$ cat src/rtl/cap_n16r4p2_pkg.sv
// Shared constants and lookahead helpers for the 16-bit two-level carry-lookahead adder.
package cap_n16r4p2_pkg;

  localparam int CAP_N    = 16;
  localparam int GRP_W    = 4;
  localparam int GRP_N    = CAP_N / GRP_W;
  localparam int RES_W    = CAP_N + 1;
  localparam int CAP_LVLS = 2;

  // Generate term of a 4-wide lookahead span; the same form serves bit level and group level.
  function automatic logic cla_gen4(input logic [3:0] g, input logic [3:0] p);
    cla_gen4 = g[3] | (p[3] & g[2]) | (p[3] & p[2] & g[1]) | (p[3] & p[2] & p[1] & g[0]);
  endfunction

  // Propagate term of a 4-wide lookahead span.
  function automatic logic cla_prop4(input logic [3:0] p);
    cla_prop4 = &p;
  endfunction

endpackage

$ cat src/rtl/cap_cla4_group.sv
// One 4-bit carry-lookahead group: local carries, sum bits, and group generate/propagate.
module cap_cla4_group
  import cap_n16r4p2_pkg::*;
(
  input  logic [3:0] a,
  input  logic [3:0] b,
  input  logic       ci,
  output logic [3:0] sum,
  output logic       gg,
  output logic       gp
);

  logic [3:0] g_s;
  logic [3:0] p_s;
  logic [3:0] c_s;

  assign g_s = a & b;
  assign p_s = a ^ b;

  // In-group carries are all derived directly from ci, never rippled bit to bit.
  always_comb begin
    c_s    = 4'b0000;
    c_s[0] = ci;
    c_s[1] = g_s[0] | (p_s[0] & ci);
    c_s[2] = g_s[1] | (p_s[1] & g_s[0]) | (p_s[1] & p_s[0] & ci);
    c_s[3] = g_s[2] | (p_s[2] & g_s[1]) | (p_s[2] & p_s[1] & g_s[0])
           | (p_s[2] & p_s[1] & p_s[0] & ci);
  end

  assign sum = p_s ^ c_s;
  assign gg  = cla_gen4(g_s, p_s);
  assign gp  = cla_prop4(p_s);

endmodule

$ cat src/rtl/cap_n16r4p2.sv
// 16-bit zero-latency adder: four 4-bit lookahead groups joined by a second lookahead level.
module cap_n16r4p2
  import cap_n16r4p2_pkg::*;
#(
  parameter int N = 16,
  parameter int R = 4,
  parameter int P = 2
) (
  input  logic         clk,
  input  logic         rstn,
  input  logic [N-1:0] in1,
  input  logic [N-1:0] in2,
  output logic [N:0]   res
);

  // The structure below is hand-built for exactly one geometry.
  if (N != CAP_N || R != GRP_W || P != CAP_LVLS) begin : g_param_chk
    $error("cap_n16r4p2 supports only N=16, R=4, P=2");
  end

  logic [GRP_N-1:0] gg_s;
  logic [GRP_N-1:0] gp_s;
  logic [GRP_N:0]   gc_s;
  logic [N-1:0]     sum_s;

  for (genvar i = 0; i < GRP_N; i++) begin : g_grp
    cap_cla4_group u_grp (
      .a   (in1[i*GRP_W +: GRP_W]),
      .b   (in2[i*GRP_W +: GRP_W]),
      .ci  (gc_s[i]),
      .sum (sum_s[i*GRP_W +: GRP_W]),
      .gg  (gg_s[i]),
      .gp  (gp_s[i])
    );
  end

  // Second-level lookahead: group carry-ins c4, c8, c12 and carry-out c16, with carry-in 0.
  always_comb begin
    gc_s    = 5'b00000;
    gc_s[0] = 1'b0;
    gc_s[1] = gg_s[0];
    gc_s[2] = gg_s[1] | (gp_s[1] & gg_s[0]);
    gc_s[3] = gg_s[2] | (gp_s[2] & gg_s[1]) | (gp_s[2] & gp_s[1] & gg_s[0]);
    gc_s[4] = cla_gen4(gg_s, gp_s);
  end

  assign res = {gc_s[GRP_N], sum_s};

  // Clock and reset exist only for interface compatibility with the pipelined variants.
  logic unused_ctl_s;
  assign unused_ctl_s = &{1'b0, clk, rstn};

endmodule

$ cat config.mk
export PLATFORM = sky130hd
export DESIGN_NAME = cap_n16r4p2
export DESIGN_NICKNAME = d
export VERILOG_FILES = /design/src/rtl/cap_n16r4p2_pkg.sv /design/src/rtl/cap_cla4_group.sv /design/src/rtl/cap_n16r4p2.sv
export SDC_FILE = /design/constraint.sdc
export NUM_CORES = 1
export LEC_CHECK = 0
export CAP_MARGIN = 20
export CORE_UTILIZATION = 41
export DETAILED_ROUTE_END_ITERATION = 12
export GPL_ROUTABILITY_DRIVEN = 1
export PLACE_DENSITY_LB_ADDON = 0.2
export SLEW_MARGIN = 20
export SYNTH_ARGS = -nofsm -noshare
export SYNTH_HDL_FRONTEND = slang
export SYNTH_HIERARCHICAL = 1
export SYNTH_SLANG_ARGS = --single-unit
$ cat constraint.sdc
create_clock -name vclk -period 6.4
set_input_delay 1.28 -clock vclk [all_inputs]
set_output_delay 1.28 -clock vclk [all_outputs]
set_load 0.03 [all_outputs]
==> results.toml <==
[min_path]
hold_end = "res[3]"
min_from = "in2[3]"
hp-class = "input pin to output port"
whs_path_depth = 4

[yosys]
netlist_area_um2 = 763
yosys_warnings = 6
syn_inst = 93
avgSynthCellArea_um2 = 8.21

[sta]
fin_crit_sh = 0.857
hold_viol = 0
rsz0062_at_grt = "false"
setup-violations-final = 0
setup_ws_ns = 0.915
max_freq_mhz = 182
finalMaxSlewViolations = 0
fin_crit_ns = 5.49
fin_tns_setup_ns = 0

[floorplan]
num_io_pins = 51
die_area_um2 = 2040
coreArea_um2 = 1730
die-width_um = 45.1
die_h_um = 45.1
start_util = 0.442
placementRows = 15

[final_layout]
drive_gt1_frac = 0.0490
diodes = 0
final_common_cell = "clkdlybuf4s50_1"
seqCellArea_um2 = 0
syn2layout_area_growth_pct = 68.4
nClkBuffers = 0
fin_nets = 203
n_sequential_cell = 0
final_cell_mix = "clkdlybuf4s50_1 (49), ha_1 (20), inv_1 (16), a21o_1 (11)"

[setup_path]
worstPathMaxFanout = 5
arrival_ns = 4.21
crit_required_ns = 5.12
path_class = "input pin to output port"
cp-start-kind = "input pin"
end_kind = "output port"

[detailed_routing]
drc = 0
detail_route.iter0.violations = 5
vias = 825
via_per_inst = 4.91
wl_um = 1790
wl_per_cell_um = 10.7
drt_first_pass_iters = 4
drtAntennaViolNets = 0

[place]
io_buffers = 49
preCtsSetupSlack_ns = 0.901
dp_hpwl_um = 1650
gp_congestion = 0.757

[grt]
grt_max_degree = 6
grt_pass1_wl_um = 2970
gr-total-overflow = 0
grt_usage = 0.184
antenna_found_initial = 0
grt_pass1_vias = 783

[pwr]
powerDensity_nw_per_um2 = 140
ir_drop_mv = 0.0890
leakage_nw = 0.651

[outcome]
status = "finished clean"

[flow_run]
maxCapViolCount = 0

[clocking]
post_cts_buffers = 0
ctsHoldBuffers = 0
cts_resized = 0
[stage by stage]
step	hold slack, ns	utilization	std cells	total power [mW]	instance area (um^2)
after floorplan	2.88	-	95	0.107	771
after global placement	3.81	0.744	168	0.177	1280
after detailed placement	3.82	0.744	168	0.180	1280
after CTS	3.82	0.744	168	0.181	1280
after global routing	3.86	0.744	168	0.192	1280
final	3.81	0.744	168	0.180	1280
[where the power goes]
| part | internal (mW) | switching (mW) | leakage [nW] |
|---|---|---|---|
| sequential | 0 | 0 | 0 |
| clock | 0 | 0 | 0 |
| combinational | 0.0855 | 0.0943 | 0.651 |
| total | 0.0855 | 0.0943 | 0.651 |
[worst max-delay path by stage]
stage	startpoint	endpoint	slack [ns]	cells after the start
floorplan	in1[1]	res[13]	1.92	9
finish	in1[6]	res[12]	0.91	11
global route	in1[2]	res[12]	0.78	11
detailed placement	in1[2]	res[12]	0.90	11
global placement	in1[2]	res[12]	0.96	11
CTS	in1[6]	res[12]	0.90	11
[critical path, stage by stage]
cell             delay [ns]
clkdlybuf4s50_1        0.40
ha_1                   0.37
a21oi_1                0.26
nand2_1                0.08
a21o_1                 0.17
a21o_1                 0.20
a21o_1                 0.22
inv_1                  0.08
fa_1                   0.41
inv_1                  0.07
clkdlybuf4s50_1        0.66
[metal layers]
layer | up-vias | global-route usage | part of all wire
met5 | - | 0 | 0
met4 | 0 | 0.00606 | 0
met3 | 0 | 0.00400 | 0.070
met2 | 28 | 0.377 | 0.54
met1 | 378 | 0.217 | 0.39
li1 | 419 | - | -
[cell type report]
class              instances  area, um^2
fillers                  135         442
inverters                 16        60.1
well taps                 25        31.3
repair buffers            49         490
multi-input cells         78         703
No activity file was read; power rests on OpenSTA's default activity.
